File: src/rtl/bin_to_bcd_param.sv
// Sequential binary-to-BCD converter using double-dabble, one bit per cycle.
// Optional build macro: BCD_OVF_DETECT_EN adds an overflow flag that reports
// when the captured input does not fit in DIGITS decimal digits.
module bin_to_bcd_param #(
  parameter int unsigned WIDTH  = 16,
  parameter int unsigned DIGITS = 5
) (
  input  logic                  clk,
  input  logic                  rst,
  input  logic [WIDTH-1:0]      numero_input,
  input  logic                  start,
  output logic                  busy,
  output logic                  ready,
  output logic [4*DIGITS-1:0]   digits_output,
  output logic                  ovf
);

  localparam int unsigned LP_BCD_W = 4 * DIGITS;
  localparam int unsigned LP_CNT_W = $clog2(WIDTH + 1);

  typedef enum logic [1:0] {
    ST_IDLE  = 2'd0,
    ST_SHIFT = 2'd1,
    ST_DONE  = 2'd2
  } state_t;

  state_t                r_state;
  state_t                w_state_nxt;
  logic [WIDTH-1:0]      r_bin;
  logic [WIDTH-1:0]      w_bin_nxt;
  logic [LP_BCD_W-1:0]   r_bcd;
  logic [LP_BCD_W-1:0]   w_bcd_nxt;
  logic [LP_BCD_W-1:0]   w_bcd_adj;
  logic [LP_CNT_W-1:0]   r_cnt;
  logic [LP_CNT_W-1:0]   w_cnt_nxt;
  logic                  r_busy;
  logic                  w_busy_nxt;
  logic                  r_ready;
  logic                  w_ready_nxt;
  logic [LP_BCD_W-1:0]   r_digits;
  logic [LP_BCD_W-1:0]   w_digits_nxt;

  // Add-3 correction on every scratch digit that would overflow when doubled
  always_comb begin
    w_bcd_adj = r_bcd;
    for (int i = 0; i < int'(DIGITS); i++) begin
      if (r_bcd[4*i +: 4] >= 4'd5) begin
        w_bcd_adj[4*i +: 4] = r_bcd[4*i +: 4] + 4'd3;
      end
    end
  end

  // Next-state and datapath updates; carry out of the top digit is dropped,
  // which yields the value modulo 10^DIGITS
  always_comb begin
    w_state_nxt  = r_state;
    w_bin_nxt    = r_bin;
    w_bcd_nxt    = r_bcd;
    w_cnt_nxt    = r_cnt;
    w_ready_nxt  = 1'b0;
    w_digits_nxt = r_digits;
    case (r_state)
      ST_IDLE: begin
        if (start) begin
          w_state_nxt = ST_SHIFT;
          w_bin_nxt   = numero_input;
          w_bcd_nxt   = '0;
          w_cnt_nxt   = LP_CNT_W'(WIDTH);
        end
      end
      ST_SHIFT: begin
        w_bcd_nxt = {w_bcd_adj[LP_BCD_W-2:0], r_bin[WIDTH-1]};
        w_bin_nxt = {r_bin[WIDTH-2:0], 1'b0};
        w_cnt_nxt = r_cnt - LP_CNT_W'(1);
        if (r_cnt == LP_CNT_W'(1)) begin
          w_state_nxt = ST_DONE;
        end
      end
      ST_DONE: begin
        w_digits_nxt = r_bcd;
        w_ready_nxt  = 1'b1;
        w_state_nxt  = ST_IDLE;
      end
      default: begin
        w_state_nxt = ST_IDLE;
      end
    endcase
    w_busy_nxt = (w_state_nxt != ST_IDLE);
  end

  // State, datapath and output registers
  always_ff @(posedge clk) begin
    if (rst) begin
      r_state  <= ST_IDLE;
      r_bin    <= '0;
      r_bcd    <= '0;
      r_cnt    <= '0;
      r_busy   <= 1'b0;
      r_ready  <= 1'b0;
      r_digits <= '0;
    end else begin
      r_state  <= w_state_nxt;
      r_bin    <= w_bin_nxt;
      r_bcd    <= w_bcd_nxt;
      r_cnt    <= w_cnt_nxt;
      r_busy   <= w_busy_nxt;
      r_ready  <= w_ready_nxt;
      r_digits <= w_digits_nxt;
    end
  end

  assign busy          = r_busy;
  assign ready         = r_ready;
  assign digits_output = r_digits;

`ifdef BCD_OVF_DETECT_EN
  function automatic logic [63:0] pow10(input int unsigned n);
    logic [63:0] p;
    p = 64'd1;
    for (int unsigned k = 0; k < n; k++) begin
      p = p * 64'd10;
    end
    return p;
  endfunction

  localparam logic [63:0] LP_MAX_VAL = pow10(DIGITS) - 64'd1;

  logic [WIDTH-1:0] r_cap;
  logic             r_ovf;

  // Keep an unshifted copy of the accepted input for the range check
  always_ff @(posedge clk) begin
    if (rst) begin
      r_cap <= '0;
    end else if (r_state == ST_IDLE && start) begin
      r_cap <= numero_input;
    end
  end

  // Overflow flag updates together with the result in DONE
  always_ff @(posedge clk) begin
    if (rst) begin
      r_ovf <= 1'b0;
    end else if (r_state == ST_DONE) begin
      r_ovf <= (64'(r_cap) > LP_MAX_VAL);
    end
  end

  assign ovf = r_ovf;
`else
  assign ovf = 1'b0;
`endif

endmodule
File: config.mk
export PLATFORM = sky130hd
export DESIGN_NAME = bin_to_bcd_param
export DESIGN_NICKNAME = d
export VERILOG_FILES = /design/src/rtl/bin_to_bcd_param.sv
export SDC_FILE = /design/constraint.sdc
export NUM_CORES = 1
export LEC_CHECK = 0
export CAP_MARGIN = 10
export CORE_MARGIN = 4
export CORE_UTILIZATION = 54
export CTS_CLUSTER_SIZE = 20
export DETAILED_ROUTE_END_ITERATION = 10
export GPL_ROUTABILITY_DRIVEN = 0
export PLACE_DENSITY = 0.79
export SLEW_MARGIN = 20
export SYNTH_ARGS = -nofsm -noshare
export SYNTH_HDL_FRONTEND = slang
export SYNTH_SLANG_ARGS = --single-unit
File: constraint.sdc
create_clock -name clk -period 1.7 [get_ports clk]
set_clock_uncertainty 0.15 [all_clocks]
set_input_delay 0.17 -clock clk [delete_from_list [all_inputs] [get_ports clk]]
set_output_delay 0.17 -clock clk [all_outputs]
set_load 0.02 [all_outputs]
# After elaboration in Yosys (flattened, before gate mapping)
# Cells that the tools add are included.
[totals]
regBits = 65
input_bits = 19
[classes]
addsub = 6
n_lt_le_gt_ge = 5
eq_ne = 4
mux = 15
n_reduce_logical = 4
[ops]
columns = ["cell", "n"]
rows = [
  ["20-bit one-hot mux with 2 select lines", 1],
  ["16-bit one-hot mux with 2 select lines", 1],
  ["4-bit by 3-bit >= comparator with 1-bit output, second input constant", 5],
  ["20-bit 2-to-1 mux", 1],
  ["4-bit by 2-bit adder with 4-bit output, second input constant", 4],
  ["16-bit 2-to-1 mux", 1],
  ["4-bit 2-to-1 mux", 4],
  ["5-bit one-hot mux with 2 select lines", 1],
  ["5-bit by 1-bit equality test with 1-bit output, second input constant", 1],
  ["5-bit 2-to-1 mux", 1],
  ["5-bit by 1-bit subtractor with 5-bit output, second input constant", 1],
  ["2-bit 2-to-1 mux", 2],
  ["2-bit one-hot mux with 2 select lines", 1],
  ["2-bit nonzero test", 2],
  ["3-bit by 2-bit adder with 3-bit output, second input constant", 1],
  ["3-bit 2-to-1 mux", 1],
  ["2-bit by 1-bit equality test with 1-bit output, second input constant", 1],
  ["2-bit equality test, second input constant", 1],
  ["2-bit zero test", 1],
  ["2-bit != test, second input constant", 1],
  ["2-bit AND reduction", 1],
  ["1-bit 2-to-1 mux", 1],
]

# Longest topological paths before layout
# Gate-level depths: netlist (run 1).
[depth]
ltp_word = 4
ltp_mapped = 6

# Worst setup path after synthesis (run 1)
# OpenSTA, ideal clock, no wires.
[synth_timing]
path_kind = "reg-to-reg"
start = "register r_bcd[9]"
end = "register r_bcd[10]"
arrival_ns = 1.233
setup_slack_ns = 0.200
stages_incl_launch_ff = 7
n_path_buf = 0
synth_period_minus_slack_ns = 1.500
cell_sequence = "dfxtp_1 > inv_1 > ha_1 > nand2b_1 > a21oi_1 > mux2i_1 > a22o_1"
[synth_via]
elab_chain_len = 3
word_cells_on_any_way = 4
[synth_lines]
columns = ["item", "line", "text"]
rows = [
  ["start: declaration", "31", "logic [LP_BCD_W-1:0] r_bcd;"],
  ["start signal: assignment", "104", "r_bcd <= w_bcd_nxt;"],
  ["4-bit by 2-bit adder with 4-bit output or 4-bit by 3-bit >= comparator with 1-bit output (tied branches)", "48, 47", ""],
  ["4-bit 2-to-1 mux *", "47", "if (r_bcd[4*i +: 4] >= 4'd5) begin"],
  ["20-bit one-hot mux with 2 select lines *", "62", "case (r_state)"],
]
# Mark *: on every way between the ends. The rest lies on a longest branch, timed or not.
# A chain may end at the register's enable or synchronous reset.

# Final worst setup path (run 1)
[layout_timing]
start = "register r_digits[12], in the netlist digits_output[12]"
end = "output port digits_output[12]"
[layout_lines]
columns = ["item", "line", "text"]
rows = [
  ["start: declaration", "40", "logic [LP_BCD_W-1:0] r_digits;"],
  ["start signal: assignment", "108", "r_digits <= w_digits_nxt;"],
  ["end: declaration", "14", "output logic [4*DIGITS-1:0] digits_output,"],
]
# No word-level cell between the ends.

==> results of run 1 <==
## metal layers
layer	share of wire (%)	up-vias
met2	48	47
met1	46	1251
li1	-	1297
met4	1.8	0
met5	0	-
met3	4.0	13
## per-stage QoR
step / std cells / cell area [µm²]
3_3_place_gp: 465 / 3470
2_1_floorplan: 355 / 2960
4_1_cts: 480 / 3630
5_1_grt: 480 / 3640
3_5_place_dp: 465 / 3470
6_report: 480 / 3640
## cell families (layout without fill, tap and decap cells)
| kind of cell | count (synthesis) | count (layout) | synth area share (%) |
|---|---|---|---|
| flip-flops | 65 | 65 | 44.0 |
| other | 1 | 1 | 0.127 |
| multiplexers | 5 | 5 | 1.69 |
| AO/OA/AOI/OAI | 79 | 79 | 17.6 |
| buffers and inverters | 35 | 90 | 6.47 |
| XOR/XNOR | 9 | 9 | 2.66 |
| adder cells (fa/ha/maj) | 12 | 12 | 5.08 |
| AND/OR/NAND/NOR | 149 | 149 | 22.4 |
## synth_stat cells (7+ instances only)
cell type	count	share of area, %
a2bb2oi_1	14	4.1
dfxtp_1	65	44
nand2b_1	7	1.5
a21oi_1	35	5.9
inv_1	12	1.5
buf_2	7	1.2
nor2_1	57	7.2
nand2_1	44	5.6
ha_1	12	5.1
a22o_1	14	4.1
o21ai_0	9	1.5
nor3_1	21	3.6
## registers in the layout, indices dropped and copies added, names as in the netlist
name           flops
r_cnt              5
digits_output     20
ready              1
r_bin             16
r_state            2
r_bcd             20
busy               1
## how the worst min path moves through the flow
stage,slack [ps],from,to
after global placement,290,digits_output[19],digits_output[19]
after CTS,20,rst,r_bcd[11]
after detailed placement,300,digits_output[8],digits_output[8]
after floorplan,240,start,r_bin[14]
after global routing,50,rst,r_bcd[11]
final,30,rst,digits_output[8]
## what timing repair did
item / in CTS / in global routing
gates resized for setup: 0 / 3
buffers inserted: 0 / 0
setup endpoints to repair: 0 / 7
## cell type report
cell class                 instances  area share, %
clock buffer                      11           3.89
inverter                          13           1.41
tap                               70           2.41
sequential                        65           35.8
clock inverter                     4          0.550
multi-input combinational        255           40.6
timing repair buffer              62           15.4
## layout by cell type (no fill, tap or decap), drive strengths merged, types with 2 or more instances in the layout
| cell type | netlist | final |
|---|---|---|
| a21oi | 35 | 35 |
| a22o | 14 | 14 |
| a2bb2oi | 14 | 14 |
| buf | 17 | 23 |
| clkbuf | 5 | 11 |
| clkdlybuf4s50 | 0 | 39 |
| clkinv | 0 | 4 |
| dfxtp | 65 | 65 |
| ha | 12 | 12 |
| inv | 13 | 13 |
| mux2i | 5 | 5 |
| nand2 | 44 | 44 |
| nand2b | 7 | 7 |
| nand3 | 5 | 5 |
| nor2 | 62 | 62 |
| nor2b | 5 | 5 |
| nor3 | 21 | 21 |
| nor3b | 3 | 3 |
| o21ai | 10 | 10 |
| o22ai | 2 | 2 |
| xnor2 | 5 | 5 |
| xor2 | 4 | 4 |
## power breakdown
| part | leakage [nW] | internal [mW] | switching (mW) |
|---|---|---|---|
| clock | 0.0887 | 0.550 | 0.555 |
| combinational | 0.821 | 0.177 | 0.195 |
| sequential | 0.529 | 1.58 | 0.0358 |
| total | 1.44 | 2.31 | 0.786 |
==> results_dict.tcl, run 1 <==
set metrics [dict create \
    status "finished, final reports clean" \
    max-cap-violations 0 \
    fill_cells 435 \
    dominantRegCellSynth "dfxtp_1" \
    cp-startpoint "digits_output[12]" \
    dieArea_mm2 0.00673 \
    critPathMaxFanout 2 \
    start_kind "flop" \
    synth_area_mm2 0.00296 \
    vias 2608 \
    portBuffers 40 \
    ant_nets 0 \
    num_rows 26 \
    cp.required_ps 1380 \
    grt_util_met2_pct 37.2 \
    fin_crit_sh_pct 95.4 \
    initial_core_util_pct 56.8 \
    synth_seq_cells 65 \
    hold_slack_ps 28.0 \
    synthCells 355 \
    ys_seq_area_share_pct 44.0 \
    layout.nets 437 \
    grt_max_degree 26 \
    grt_pass1_wl_mm 11.2 \
    crit_end "digits_output[12]" \
    drive_gt1_share_pct 11.7 \
    min_period_ps 1620 \
    syn_avg_cell_area_um2 8.33 \
    cts_tree "built" \
    syn-num-nets 386 \
    worstPathCellList "clkdlybuf4s50_1" \
    hold_violations 0 \
    grt_pass1_vias 2453 \
    reg2reg_slack_ps 90 \
    rsz0062_at_grt "false" \
    cts.sinks 65 \
    cp.depth 1 \
    hpwl_mm 4.65 \
    power_mw 3.09 \
    die_h_um 82.0 \
    worstPathArrival_ps 1300 \
    clk_pin_slew_worst_paths_ps 70 \
    utilization_pct 69.9 \
    drc 0 \
    setup_viol 0 \
    first_iter_violations 175 \
    clockBufferDepth 2 \
    seqCellArea_mm2 0.00130 \
    top_usage_layer "met2" \
    grtUsageMet3_pct 4.17 \
    crit_path_top_delay_cell "clkdlybuf4s50_1" \
    pre_cts_ws_ps 58.5 \
    grt_use_total_pct 21.6 \
    cts_inserted_buffers 9 \
    ir_drop_mv 0.809 \
    multiInputGateArea_mm2 0.00148 \
    reg2reg_to "r_bcd[14]" \
    totalWireLength_mm 6.61 \
    r2r_start "r_bcd[13]" \
    crit_buf_inv 1 \
    wire_per_inst_um 13.8 \
    fin_ws_ps 78.8 \
    die_w_um 82.0 \
    p_leak_nw 1.44 \
    firstDrtPassIters 4 \
    critPathTopFamily "buffers and inverters" \
    ys_types 34 \
    antenna_found_initial 0 \
    timing.fmax_mhz 617 \
    io_pins 42 \
    clk_latency_ps 340 \
    hold_path_depth 2 \
    areaGrowthSynthToFinish_pct 23.0 \
    htreeDepth 3 \
    setup_tns_ps 0 \
    end_kind "output pin" \
    num_antenna_cells 0 \
    coreArea_mm2 0.00520 \
    hp-class "in -> reg" \
    worst-setup-path-type "reg -> out" \
    cpPeakStageDelay_ps 620 \
    postCtsHoldBufs 0 \
    final_max_slew_viol_count 0 \
    via_per_inst 5.43 \
    grt_overflow 0 \
    rr_worst_depth 6 \
    root_buffer "clkbuf_8" \
    yosys_warnings 0 \
    grtUsageMet1_pct 26.0 \
    async_flop_share_pct 0 \
    powerDensity_mw_per_mm2 850 \
    synth-edff-count 0 \
]
(Power assumes the default switching activity.)
==> run 2: changes to the inputs <==
--- a/config.mk
+++ b/config.mk
@@ -11,7 +11,7 @@
 export CTS_CLUSTER_SIZE = 20
 export DETAILED_ROUTE_END_ITERATION = 10
 export GPL_ROUTABILITY_DRIVEN = 0
-export PLACE_DENSITY = 0.79
+export PLACE_DENSITY = 0.78
 export SLEW_MARGIN = 20
 export SYNTH_ARGS = -nofsm -noshare
 export SYNTH_HDL_FRONTEND = slang
==> results_dict.tcl, run 2 (synthesis gave the netlist of run 1 again) <==
set metrics [dict create \
    worst-setup-path-type "reg -> out" \
    reg2reg_slack_ps 110 \
    hpwl_mm 4.25 \
    end_kind "output pin" \
    setup_tns_ps 0 \
    totalWireLength_mm 6.34 \
    critPathTopFamily "buffers and inverters" \
    io_pins 42 \
    worstPathArrival_ps 1290 \
    layout_commonest_cell "dfxtp_1" \
    cpPeakStageDelay_ps 610 \
    areaGrowthSynthToFinish_pct 22.3 \
    layout.nets 429 \
    multiInputGateArea_mm2 0.00149 \
    start_kind "flop" \
    p_leak_nw 1.41 \
    die_w_um 82.0 \
    rr_worst_depth 6 \
    critPathMaxFanout 2 \
    hold_slack_ps 60.2 \
    grt_overflow 0 \
    cts.sinks 65 \
    dieArea_mm2 0.00673 \
    max-cap-violations 0 \
    via_per_inst 5.36 \
    clk_latency_ps 340 \
    dpl-instance-area_mm2 0.00342 \
    crit_end "digits_output[0]" \
    fin_crit_sh_pct 94.6 \
    powerDensity_mw_per_mm2 868 \
    crit_buf_inv 1 \
    cts_inserted_buffers 9 \
    seqCellArea_mm2 0.00130 \
    hold_violations 0 \
    r2r_start "r_bcd[5]" \
    drive_gt1_share_pct 10.2 \
    setup_viol 0 \
    vias 2533 \
    design_area_mm2 0.00362 \
    num_antenna_cells 0 \
    final_max_slew_viol_count 0 \
    clockBufferDepth 2 \
    layout_common_cells "dfxtp_1 (65), nor2_1 (57), nand2_1 (44)" \
    ir_drop_mv 0.720 \
    antenna_found_initial 0 \
    first_iter_violations 178 \
    ant_nets 0 \
    hp-class "in -> reg" \
    grt_pass1_vias 2397 \
    die_h_um 82.0 \
    crit_path_top_delay_cell "clkdlybuf4s50_1" \
    num_rows 26 \
    wire_per_inst_um 13.4 \
    firstDrtPassIters 4 \
    root_buffer "clkbuf_8" \
    htreeDepth 3 \
    grt_max_degree 24 \
    initial_core_util_pct 56.8 \
    grt_use_total_pct 21.3 \
    drc 0 \
    timing.fmax_mhz 622 \
    fill_cells 436 \
    worstPathCellList "clkdlybuf4s50_1" \
    cts_setup_buffers 0 \
    reg2reg_to "r_bcd[5]" \
    clk_pin_slew_worst_paths_ps 70 \
    grt_pass1_wl_mm 10.8 \
    cp-startpoint "digits_output[0]" \
    rsz0062_at_grt "false" \
    cts_tree "built" \
    min_period_ps 1610 \
    cp.required_ps 1380 \
    cp.depth 1 \
    portBuffers 40 \
    status "finished, final reports clean" \
    coreArea_mm2 0.00520 \
]
run 2: cell type report:
type / instances / share of cell area, %
Multi-Input combinational cell: 255 / 41.1
Sequential cell: 65 / 36.0
Timing Repair Buffer: 54 / 14.3
Clock buffer: 13 / 4.39
Tap cell: 70 / 2.42
Inverter: 13 / 1.42
Clock inverter: 3 / 0.415
run 2: metal layers:
metal	up-vias	part of all wire, %	wire [µm]	track usage [%]
met3	12	5.1	321	7.68
met5	-	0	0	0
li1	1277	-	-	-
met2	60	47	2960	34.2
met1	1184	46	2920	26.0
met4	0	2.2	142	8.47
run 2: repair_timing:
action	in CTS	in global routing
setup endpoints to repair	0	14
resized for setup	0	6
hold buffers	0	0
run 2: how the worst min path moves through the flow:
stage	from	end	slack [ps]	depth (start not counted)
final	rst	r_cnt[0]	60	2
after detailed placement	digits_output[7]	digits_output[7]	300	2
after floorplan	start	r_bin[14]	240	3
after global placement	digits_output[5]	digits_output[5]	290	2
after global routing	rst	r_cnt[0]	80	2
after CTS	rst	r_cnt[0]	50	2
run 2: report_power, final:
group	total, mW	leakage, nW	switching [mW]	internal [mW]
Clock	1.16	0.0932	0.556	0.602
Combinational	0.362	0.788	0.192	0.170
Sequential	1.62	0.529	0.0385	1.58
run 2: metrics by stage:
stage	total power [mW]	utilization (%)	setup WS (ps)	instances
after floorplan	1.91	-	200	355
after global placement	2.00	65.7	117	457
after detailed placement	2.01	65.7	62.4	457
after CTS	3.17	69.0	29.6	473
after global routing	3.29	69.5	2.68	473
final	3.14	69.5	92.3	473
==> run 3: changes to the inputs <==
--- a/config.mk
+++ b/config.mk
@@ -11,7 +11,7 @@
 export CTS_CLUSTER_SIZE = 20
 export DETAILED_ROUTE_END_ITERATION = 10
 export GPL_ROUTABILITY_DRIVEN = 0
-export PLACE_DENSITY = 0.78
+export PLACE_DENSITY = 0.79
 export SLEW_MARGIN = 20
 export SYNTH_ARGS = -nofsm -noshare
 export SYNTH_HDL_FRONTEND = slang
==> results of run 3 <==
Same layout as run 1: the final DEF is identical, and so are final timing and power.
==> edit: new RTL, settings of run 1 <==
Set the parameter `DIGITS` to 4 (it was 5).
--- a/src/rtl/bin_to_bcd_param.sv
+++ b/src/rtl/bin_to_bcd_param.sv
@@ -5,3 +5,3 @@
   parameter int unsigned WIDTH  = 16,
-  parameter int unsigned DIGITS = 5
+  parameter int unsigned DIGITS = 4
 ) (
Ports: changed (resized digits_output); port bits go from 42 to 38. No check against the original RTL was run, so the function may have changed too.
==> edit against run 1 <==
Largest power group unchanged; sequential share of layout area down 0.13 points; sequential cell count is 8 lower; routed wire length fell by 14%; synthesized area decreased by 13%; highest routed layer unchanged; non-clock buffer count down 7; final cell count down 14%; setup slack better by 0.0048 ns; total power is 8.2% lower; final area shrank 12%; critical path type unchanged.
==> edit: results (changes against run 1) <==
cts_inserted_buffers: 9  # unchanged
grt_use_met1_pct: 23.6  # was 26.0%
cts_buffer_depth: 2  # unchanged
clock-root-buffer: "clkbuf_8"  # unchanged
hold_path.class: "primary input to flip-flop"  # unchanged
grt.total_usage_pct: 19.9  # was 21.6%
vias_per_cell: 5.43  # about the same
synthTopCellsByCount: "dfxtp_1 (57), nand2_1 (44), nor2_1 (41), a21oi_1 (37), inv_1 (14)"  # was dfxtp_1 (65), nor2_1 (57), nand2_1 (44), a21oi_1 (35), nor3_1 (21)
antenna_found_initial: 0  # unchanged
dp_slack_ns: -0.105  # was 0.0585 ns
worst_ep_arrival_time_ns: 1.30  # about the same
status: "finished, final reports clean"  # unchanged
portBuffers: 36  # was 40
pg_seq_mw: 1.42  # was 1.61 mW
peakVddDrop_uv: 662  # was 809 uV
ys_seq_area_share_pct: 44.1  # was 44.0%
synth.avg_cell_area_um2: 8.26  # was 8.33 um2
synth-xor-area-share_pct: 2.37  # was 2.66%
crit_path_max_incr_delay_ns: 0.62  # about the same
place_area_um2: 3020  # was 3470 um2
met3_usage_pct: 4.33  # was 4.17%
dpl.cell_count: 398  # was 465
clock_latency_ns: 0.34  # about the same
p_sw_share_pct: 25.8  # was 25.4%
grt_pass1_wl_mm: 9.69  # was 11.2 mm
finalWirelength_mm: 5.67  # was 6.61 mm
synth-adder-area-share_pct: 4.84  # was 5.08%
cp_slowest_cell: "clkdlybuf4s50_1"  # unchanged
pwr-share-comb_pct: 11.6  # was 12.0%
met2_length_mm: 2.76  # was 3.20 mm
initialDrtViolationCount: 93  # was 175
vias: 2244  # was 2608
synth_compound_area_share_pct: 18.3  # was 17.6%
final_nets: 386  # was 437
synthDistinctLibCells: 37  # was 34
synthesis.nets: 342  # was 386
drive_gt1_share_pct: 11.1  # was 11.7%
postCtsSetupRepairBufs: 0  # unchanged
use_met2_pct: 33.9  # was 37.2%
synthMuxAreaShare_pct: 1.55  # was 1.69%
worstPathMaxFanout: 2  # unchanged
met1Wirelength_mm: 2.61  # was 3.03 mm
filler_cell_count: 363  # was 435
grt_max_degree: 29  # was 26
fin_total_pwr_mw: 2.84  # was 3.09 mW
dp_hpwl_mm: 3.87  # was 4.65 mm
ys_async_sr_fraction_pct: 0  # unchanged
p_leak_nw: 1.27  # was 1.44 nW
diodes: 0  # unchanged
yosys_warnings: 0  # unchanged
synth_area_leaders: "dfxtp_1 (44%), a21oi_1 (7.2%), nand2_1 (6.4%), nor2_1 (6.0%), ha_1 (4.8%)"  # was dfxtp_1 (44%), nor2_1 (7.2%), a21oi_1 (5.9%), nand2_1 (5.6%), ha_1 (5.1%)
wl_met3_um: 196  # was 262 um
-- edit: layout make-up --
type | count | area (um2) | area share [%]
well taps | 52 | 65.1 | 2.03
clock buffers | 12 | 145 | 4.53
multi-input cells | 220 | 1280 | 39.9
clock inverters | 3 | 17.5 | 0.546
repair buffers | 55 | 503 | 15.7
inverters | 14 | 52.6 | 1.64
flip-flops and latches | 57 | 1140 | 35.6
-- edit: final timing paths --
kind | start | endpoint | slack [ns] | cells after the start
worst min register to register | digits_output[6] | digits_output[6] | 0.30 | 2
worst max-delay path | digits_output[2] | digits_output[2] | 0.08 | 1
worst min-delay path | numero_input[15] | r_bin[15] | 0.30 | 3
worst max register to register | r_bcd[1] | r_bcd[2] | 0.09 | 6
-- edit: worst reg2reg max path: cells and delay by family (launching register included) --
family                   cells  cell delay, ns
AO/OA/AOI/OAI                2            0.39
adder cells (fa/ha/maj)      1            0.17
buffers and inverters        1            0.09
flip-flops                   1            0.37
multiplexers                 1            0.23
AND/OR/NAND/NOR              1            0.16
